$ cat config.mk
export PLATFORM = sky130hd
export DESIGN_NAME = eeprom_master_flat
export DESIGN_NICKNAME = d
export VERILOG_FILES = /design/src/rtl/eeprom_master_if.sv /design/src/rtl/eeprom_master.sv /design/src/flat_wrapper.sv
export SDC_FILE = /design/constraint.sdc
export NUM_CORES = 1
export LEC_CHECK = 0
export BUFFER_PORTS_ARGS = -buffer_cell sky130_fd_sc_hd__buf_2
export CORE_MARGIN = 2
export CORE_UTILIZATION = 31
export DETAILED_ROUTE_END_ITERATION = 10
export HOLD_SLACK_MARGIN = 0.08
export SYNTH_ARGS = -nofsm -noshare
export SYNTH_HDL_FRONTEND = slang
export SYNTH_SLANG_ARGS = --single-unit
$ cat constraint.sdc
create_clock -name clk -period 6.6 [get_ports clk]
set_input_delay 0.33 -clock clk [delete_from_list [all_inputs] [get_ports clk]]
set_output_delay 0.33 -clock clk [all_outputs]
set_load 0.01 [all_outputs]
$ cat src/rtl/eeprom_master_if.sv
// Command/response handshake and open-drain bus lines of the serial EEPROM master.
// The master modport belongs to the controller; the slave modport belongs to its client.
interface eeprom_master_if;
   logic        cmd_valid;
   logic        cmd_ready;
   logic        cmd_rw;
   logic [12:0] cmd_addr;
   logic [7:0]  cmd_wdata;
   logic        rsp_valid;
   logic [7:0]  rsp_rdata;
   logic        rsp_nack;
   logic        scl;
   logic        sda_out;
   logic        sda_in;

   modport master (
      input  cmd_valid, cmd_rw, cmd_addr, cmd_wdata, sda_in,
      output cmd_ready, rsp_valid, rsp_rdata, rsp_nack, scl, sda_out
   );

   modport slave (
      output cmd_valid, cmd_rw, cmd_addr, cmd_wdata, sda_in,
      input  cmd_ready, rsp_valid, rsp_rdata, rsp_nack, scl, sda_out
   );
endinterface

$ cat src/rtl/eeprom_master.sv
// Single-byte random write / random read master for a 24C64-class serial EEPROM.
// Each bus symbol is four phases of CLK_DIV cycles; all outputs are registered.
module eeprom_master #(
   parameter int unsigned CLK_DIV = 4
) (
   input  logic            clk,
   input  logic            reset,
   eeprom_master_if.master bus
);

   typedef enum logic [3:0] {
      S_IDLE, S_START, S_TX_BYTE, S_TX_ACK, S_RESTART,
      S_RX_BYTE, S_RX_NACK, S_STOP, S_DONE
   } state_t;

   localparam logic [7:0] DIV_LAST = 8'(CLK_DIV - 1);

   // Returns {scl, sda} for a symbol phase; bit states carry the data bit on SDA.
   function automatic logic [1:0] line_levels(input state_t st, input logic [1:0] p, input logic b);
      logic [1:0] lv;
      case (st)
         S_START, S_RESTART: begin
            case (p)
               2'd0:    lv = 2'b01;
               2'd1:    lv = 2'b11;
               2'd2:    lv = 2'b10;
               default: lv = 2'b00;
            endcase
         end
         S_TX_BYTE, S_TX_ACK, S_RX_BYTE, S_RX_NACK: lv = {p[1], b};
         S_STOP: begin
            case (p)
               2'd0:    lv = 2'b00;
               2'd1:    lv = 2'b10;
               default: lv = 2'b11;
            endcase
         end
         default: lv = 2'b11;
      endcase
      return lv;
   endfunction

   // Byte slot 3 is the write data, or the read device address after the repeated start.
   function automatic logic [7:0] tx_byte(input logic [2:0] idx, input logic rw,
                                          input logic [12:0] addr, input logic [7:0] wdata);
      logic [7:0] b;
      case (idx)
         3'd0:    b = 8'hA0;
         3'd1:    b = {3'b000, addr[12:8]};
         3'd2:    b = addr[7:0];
         3'd3:    b = rw ? 8'hA1 : wdata;
         default: b = 8'hFF;
      endcase
      return b;
   endfunction

   state_t      state_q, state_d;
   logic [7:0]  ph_cnt_q, ph_cnt_d;
   logic [1:0]  p_q, p_d;
   logic [3:0]  bit_idx_q, bit_idx_d;
   logic [2:0]  byte_idx_q, byte_idx_d;
   logic        rw_q, rw_d;
   logic [12:0] addr_q, addr_d;
   logic [7:0]  wdata_q, wdata_d;
   logic [7:0]  rx_q, rx_d;
   logic        samp_q, samp_d;
   logic        nack_q, nack_d;
   logic        scl_q, scl_d;
   logic        sda_q, sda_d;
   logic        ready_q, ready_d;
   logic        rsp_valid_q, rsp_valid_d;
   logic [7:0]  rsp_rdata_q, rsp_rdata_d;
   logic        rsp_nack_q, rsp_nack_d;

   logic        accept_s;
   logic        last_cyc_s;
   logic        sym_end_s;
   logic        in_bit_s;
   logic [7:0]  txb_s;
   logic        bit_val_s;

   // Next-state, phase timing, bit sampling and registered-output decode.
   always_comb begin
      state_d     = state_q;
      ph_cnt_d    = ph_cnt_q;
      p_d         = p_q;
      bit_idx_d   = bit_idx_q;
      byte_idx_d  = byte_idx_q;
      rw_d        = rw_q;
      addr_d      = addr_q;
      wdata_d     = wdata_q;
      rx_d        = rx_q;
      samp_d      = samp_q;
      nack_d      = nack_q;
      rsp_valid_d = 1'b0;
      rsp_rdata_d = rsp_rdata_q;
      rsp_nack_d  = rsp_nack_q;

      accept_s   = bus.cmd_valid && ready_q;
      last_cyc_s = (ph_cnt_q == DIV_LAST);
      sym_end_s  = last_cyc_s && (p_q == 2'd3);
      in_bit_s   = (state_q == S_TX_BYTE) || (state_q == S_TX_ACK) ||
                   (state_q == S_RX_BYTE) || (state_q == S_RX_NACK);

      if (state_q != S_IDLE && state_q != S_DONE) begin
         if (last_cyc_s) begin
            ph_cnt_d = 8'd0;
            p_d      = 2'(p_q + 2'd1);
         end else begin
            ph_cnt_d = 8'(ph_cnt_q + 8'd1);
         end
      end else begin
         ph_cnt_d = 8'd0;
         p_d      = 2'd0;
      end

      // SDA is sampled on the last cycle of the SCL-high phase p2.
      if (in_bit_s && last_cyc_s && (p_q == 2'd2)) begin
         samp_d = bus.sda_in;
         if (state_q == S_RX_BYTE) begin
            rx_d = {rx_q[6:0], bus.sda_in};
         end else begin
            rx_d = rx_q;
         end
      end else begin
         samp_d = samp_q;
      end

      case (state_q)
         S_IDLE, S_DONE: begin
            if (accept_s) begin
               state_d    = S_START;
               bit_idx_d  = 4'd0;
               byte_idx_d = 3'd0;
               rw_d       = bus.cmd_rw;
               addr_d     = bus.cmd_addr;
               wdata_d    = bus.cmd_wdata;
               rx_d       = 8'h00;
               nack_d     = 1'b0;
            end else if (state_q == S_DONE) begin
               state_d = S_IDLE;
            end else begin
               state_d = S_IDLE;
            end
         end
         S_START, S_RESTART: begin
            if (sym_end_s) begin
               state_d   = S_TX_BYTE;
               bit_idx_d = 4'd0;
            end else begin
               state_d = state_q;
            end
         end
         S_TX_BYTE, S_RX_BYTE: begin
            if (sym_end_s && bit_idx_q == 4'd7) begin
               state_d   = (state_q == S_TX_BYTE) ? S_TX_ACK : S_RX_NACK;
               bit_idx_d = 4'd8;
            end else if (sym_end_s) begin
               bit_idx_d = 4'(bit_idx_q + 4'd1);
            end else begin
               bit_idx_d = bit_idx_q;
            end
         end
         S_TX_ACK: begin
            if (sym_end_s) begin
               if (samp_q) begin
                  nack_d  = 1'b1;
                  state_d = S_STOP;
               end else if (byte_idx_q == 3'd3) begin
                  state_d   = rw_q ? S_RX_BYTE : S_STOP;
                  bit_idx_d = 4'd0;
               end else if (byte_idx_q == 3'd2 && rw_q) begin
                  state_d    = S_RESTART;
                  byte_idx_d = 3'd3;
               end else begin
                  state_d    = S_TX_BYTE;
                  byte_idx_d = 3'(byte_idx_q + 3'd1);
                  bit_idx_d  = 4'd0;
               end
            end else begin
               state_d = state_q;
            end
         end
         S_RX_NACK: begin
            if (sym_end_s) begin
               state_d = S_STOP;
            end else begin
               state_d = state_q;
            end
         end
         S_STOP: begin
            if (sym_end_s) begin
               state_d     = S_DONE;
               rsp_valid_d = 1'b1;
               rsp_nack_d  = nack_q;
               rsp_rdata_d = (rw_q && !nack_q) ? rx_q : 8'h00;
            end else begin
               state_d = state_q;
            end
         end
         default: state_d = S_IDLE;
      endcase

      txb_s     = tx_byte(byte_idx_d, rw_q, addr_q, wdata_q);
      bit_val_s = (state_d == S_TX_BYTE) ? txb_s[3'd7 - bit_idx_d[2:0]] : 1'b1;
      {scl_d, sda_d} = line_levels(state_d, p_d, bit_val_s);
      ready_d   = (state_d == S_IDLE) || (state_d == S_DONE);
   end

   // State and output registers; reset returns the bus to idle immediately.
   always_ff @(posedge clk or posedge reset) begin
      if (reset) begin
         state_q     <= S_IDLE;
         ph_cnt_q    <= 8'd0;
         p_q         <= 2'd0;
         bit_idx_q   <= 4'd0;
         byte_idx_q  <= 3'd0;
         rw_q        <= 1'b0;
         addr_q      <= 13'd0;
         wdata_q     <= 8'h00;
         rx_q        <= 8'h00;
         samp_q      <= 1'b0;
         nack_q      <= 1'b0;
         scl_q       <= 1'b1;
         sda_q       <= 1'b1;
         ready_q     <= 1'b1;
         rsp_valid_q <= 1'b0;
         rsp_rdata_q <= 8'h00;
         rsp_nack_q  <= 1'b0;
      end else begin
         state_q     <= state_d;
         ph_cnt_q    <= ph_cnt_d;
         p_q         <= p_d;
         bit_idx_q   <= bit_idx_d;
         byte_idx_q  <= byte_idx_d;
         rw_q        <= rw_d;
         addr_q      <= addr_d;
         wdata_q     <= wdata_d;
         rx_q        <= rx_d;
         samp_q      <= samp_d;
         nack_q      <= nack_d;
         scl_q       <= scl_d;
         sda_q       <= sda_d;
         ready_q     <= ready_d;
         rsp_valid_q <= rsp_valid_d;
         rsp_rdata_q <= rsp_rdata_d;
         rsp_nack_q  <= rsp_nack_d;
      end
   end

   assign bus.scl       = scl_q;
   assign bus.sda_out   = sda_q;
   assign bus.cmd_ready = ready_q;
   assign bus.rsp_valid = rsp_valid_q;
   assign bus.rsp_rdata = rsp_rdata_q;
   assign bus.rsp_nack  = rsp_nack_q;

endmodule
$ cat src/flat_wrapper.sv
// flat-port wrapper written by rule: the top's interface ports become plain ports
module eeprom_master_flat 
#(
   parameter int unsigned CLK_DIV = 4
)
  (clk, reset, bus_cmd_valid, bus_cmd_rw, bus_cmd_addr, bus_cmd_wdata, bus_sda_in, bus_cmd_ready, bus_rsp_valid, bus_rsp_rdata, bus_rsp_nack, bus_scl, bus_sda_out);
  eeprom_master_if bus_i ();
  input  logic clk;
  input  logic reset;
  input wire logic [$bits(bus_i.cmd_valid)-1:0] bus_cmd_valid;
  input wire logic [$bits(bus_i.cmd_rw)-1:0] bus_cmd_rw;
  input wire logic [$bits(bus_i.cmd_addr)-1:0] bus_cmd_addr;
  input wire logic [$bits(bus_i.cmd_wdata)-1:0] bus_cmd_wdata;
  input wire logic [$bits(bus_i.sda_in)-1:0] bus_sda_in;
  output wire logic [$bits(bus_i.cmd_ready)-1:0] bus_cmd_ready;
  output wire logic [$bits(bus_i.rsp_valid)-1:0] bus_rsp_valid;
  output wire logic [$bits(bus_i.rsp_rdata)-1:0] bus_rsp_rdata;
  output wire logic [$bits(bus_i.rsp_nack)-1:0] bus_rsp_nack;
  output wire logic [$bits(bus_i.scl)-1:0] bus_scl;
  output wire logic [$bits(bus_i.sda_out)-1:0] bus_sda_out;
  assign bus_i.cmd_valid = bus_cmd_valid;
  assign bus_i.cmd_rw = bus_cmd_rw;
  assign bus_i.cmd_addr = bus_cmd_addr;
  assign bus_i.cmd_wdata = bus_cmd_wdata;
  assign bus_i.sda_in = bus_sda_in;
  assign bus_cmd_ready = bus_i.cmd_ready;
  assign bus_rsp_valid = bus_i.rsp_valid;
  assign bus_rsp_rdata = bus_i.rsp_rdata;
  assign bus_rsp_nack = bus_i.rsp_nack;
  assign bus_scl = bus_i.scl;
  assign bus_sda_out = bus_i.sda_out;
  eeprom_master #(.CLK_DIV(CLK_DIV)) u_core (.clk(clk), .reset(reset), .bus(bus_i));
endmodule
==> results.txt <==
Starting Density: 31.8%
CP peak stage delay: 0.47 ns
Crit. End Element: flip-flop
Vias in the first global route: 2921
Combinational share of power: 1.9%
Worst setup SP type: flip-flop
Drt drc: 0
Internal cell power: 703 uW
Flop pwr share: 45.6%
Final slew viol count: 0
CTS Buffer Depth: 2
TritonCTS buffer count: 9
Layout cells sized above 1: 18.7%
Max-capacitance violation count: 0
RSZ-0062 raised after global routing: no
FMAX: 314 MHz
GRT Util Overall: 14.3%
DR iter-0 viols: 176
Clock-pin transition on the worst setup and hold timing paths: 0.06 ns
Area of the die: 12600 um^2
Row count: 39
Cell Area, Placed: 3940 um^2
Initial antenna violation count: 0
Cell leakage power: 0.00209 uW
Post-route ant nets: 0
Period utilization: 48.3%
Worst path required time: 6.83 ns
Post-synth EDFFs: 0
Wirelength per Cell: 14.8 um
Fraction of registers with async set/reset: 100%
PostCTS Resize Cnt: 0
Fin crit period: 3.19 ns
Syn Inst Count: 406
Critical path's slowest cell: or4b_1
Critical path's most frequent cell: ha_1
Synth Cell Area: 3630 um^2
Max-slew headroom: 41.2%
Final non-filler cell area: 4220 um^2
Final net count: 475
Max IR drop VDD: 0.127 mV
Area Growth Syn to Fin: 16.3%
Global route overflow: 0
Switching power: 188 uW
Most used DFF post-synth: dfrtp_1
HP Class: in2reg
CTS tree: done
Clock power frac: 52.5%
Global-route wire length before repair: 14.4 mm
Final setup vio count: 0
Number of H-tree levels: 3
I/O pin count: 39
Syn nets: 441
Clock Latency Late Sink: 0.33 ns
Critical path fanouts, max: 8
Die Y: 112 um
Ys Warns: 0
Commonest non-fill, non-tap cell in the layout: nand2_1
Slew at the pin closest to its max-slew limit: 0.879 ns
Postcts setup bufs: 0
Fin Clk Skew: 0.00559 ns
Die Span X: 112 um
Sw frac: 21.1%
Core box area: 11400 um^2
Setup TNS Final: 0 ns
Flop and latch count out of synthesis: 66
GPL Wtd Cong: 0.887
Status: finished, final reports clean
Post-DP HPWL: 6.13 mm
Setup CP Type: reg2reg
Syn Area/Cell: 8.94 um^2
Register area share after synthesis: 45.6%
Clk root buf: clkbuf_16
Cell Chain, Critical Path: ha_1 -> ha_1 -> nor2_1 -> nand3_2 -> o21ai_0 -> nand2_1 -> inv_1 -> nor4_1 -> or4b_1 -> a21oi_1 -> a41oi_1
Final hold viol count: 0
TritonRoute pass-1 iters: 4
CTS Sinks: 66
Most frequent cells in the layout: 93 x nand2_1, 63 x dfrtp_1, 38 x buf_2, 31 x nor2_1, 23 x nand3_1
N_diodes: 0
PortBufs: 38
WL final: 8.73 mm
Overall Power: 891 uW
Critical path arrival: 3.42 ns
Via count: 3014
PwrDens: 211 nW/um^2
DR vias/cell: 5.13
Synth cell types: 72
Hold Buf Count CTS: 0
Largest net degree at the start of global routing: 67
routing by layer:
layer  vias up  part of all wire (%)  track usage, %
li1       1488                     -               -
met1      1439                    48            19.3
met2        77                    47            22.9
met3        10                   4.0            3.02
met4         0                   1.2            4.80
met5         -                     0               0
layout make-up:
cell class / count / area, um^2
clock buffers: 11 / 233
clock inverters: 5 / 55.1
fillers: 1219 / 7190
inverters: 20 / 80.1
multi-input cells: 303 / 1820
flip-flops and latches: 66 / 1660
well taps: 143 / 179
repair buffers: 40 / 205
worst max-delay path: cells and delay by family (launching register included):
| kind | cells | cell delay [ns] |
|---|---|---|
| AND/OR/NAND/NOR | 5 | 1.32 |
| AO/OA/AOI/OAI | 3 | 0.65 |
| flip-flops | 1 | 0.41 |
| buffers and inverters | 1 | 0.27 |
| adder cells (fa/ha/maj) | 2 | 0.47 |
logic make-up (layout without fill, tap and decap cells):
kind of cell | after synthesis | count (layout) | share of synthesized area (%)
AO/OA/AOI/OAI | 66 | 66 | 13.3
AND/OR/NAND/NOR | 207 | 207 | 28.1
buffers and inverters | 37 | 76 | 4.44
flip-flops | 66 | 66 | 45.6
XOR/XNOR | 9 | 9 | 2.17
multiplexers | 12 | 12 | 3.34
adder cells (fa/ha/maj) | 9 | 9 | 3.10
through the flow:
stage,instances,hold slack (ns),setup WS [ns],util (%)
3_5_place_dp,572,0.455,3.53,34.5
5_1_grt,588,0.182,3.13,37.0
4_1_cts,588,0.182,3.50,37.0
6_report,588,0.188,3.41,37.0
2_1_floorplan,406,0.435,3.89,-
3_3_place_gp,572,0.446,3.62,34.5
sequential cells by signal (all words and copies together), names as in the netlist, 2 cells and up:
| name | flops |
|---|---|
| u_core.ph_cnt_q | 8 |
| u_core.p_q | 2 |
| u_core.state_q | 4 |
| u_core.addr_q | 13 |
| u_core.rx_q | 8 |
| u_core.wdata_q | 8 |
| u_core.bus.rsp_rdata | 8 |
| u_core.byte_idx_q | 3 |
| u_core.bit_idx_q | 4 |
power groups by stage:
stage               Clock (uW)  Sequential [uW]  Combinational, uW
finish                     467              406               17.1
global route               497              406               20.4
CTS                        477              406               18.1
detailed placement           0              413               18.0
global placement             0              413               17.6
floorplan                    0              413               7.28
Yosys cell counts (3+ instances only):
| master | number | area share [%] |
|---|---|---|
| nor2_1 | 32 | 3.3 |
| nor2b_1 | 6 | 1.0 |
| nor3b_1 | 6 | 1.2 |
| xnor2_1 | 4 | 0.96 |
| mux2i_1 | 11 | 3.0 |
| nand2_1 | 93 | 9.6 |
| o22ai_1 | 3 | 0.52 |
| nand4_1 | 4 | 0.69 |
| a21oi_1 | 10 | 1.4 |
| nor3_1 | 7 | 0.96 |
| dfstp_2 | 3 | 2.2 |
| a21o_1 | 4 | 0.83 |
| ha_1 | 9 | 3.1 |
| nand3_1 | 23 | 3.2 |
| o211ai_1 | 3 | 0.62 |
| clkbuf_1 | 12 | 1.2 |
| xor2_1 | 5 | 1.2 |
| inv_1 | 18 | 1.9 |
| nand2b_1 | 3 | 0.52 |
| dfrtp_1 | 63 | 43 |
| nand3b_1 | 4 | 0.83 |
| o21ai_0 | 13 | 1.8 |
| or2_2 | 4 | 0.69 |
| or3b_2 | 3 | 0.72 |
path summary, 6_finish.rpt:
path,start,to,slack [ns],cells after the start
setup / recovery,u_core.byte_idx_q[0]$_DFF_PP0_,u_core.bus.sda_out$_DFF_PP1_,3.41,11
hold / removal,bus_cmd_addr[5],u_core.addr_q[5]$_DFFE_PP0P_,0.19,3
setup reg to reg,u_core.byte_idx_q[0]$_DFF_PP0_,u_core.bus.sda_out$_DFF_PP1_,3.41,11
hold reg to reg,u_core.bus.rsp_rdata[0]$_DFFE_PP0P_,u_core.bus.rsp_rdata[0]$_DFFE_PP0P_,0.46,2
max in group asynchronous,reset,u_core.rx_q[4]$_DFF_PP0_,5.78,3
min in group asynchronous,reset,u_core.addr_q[12]$_DFFE_PP0P_,0.23,3
Note: power is estimated with default switching activity, not from simulation.
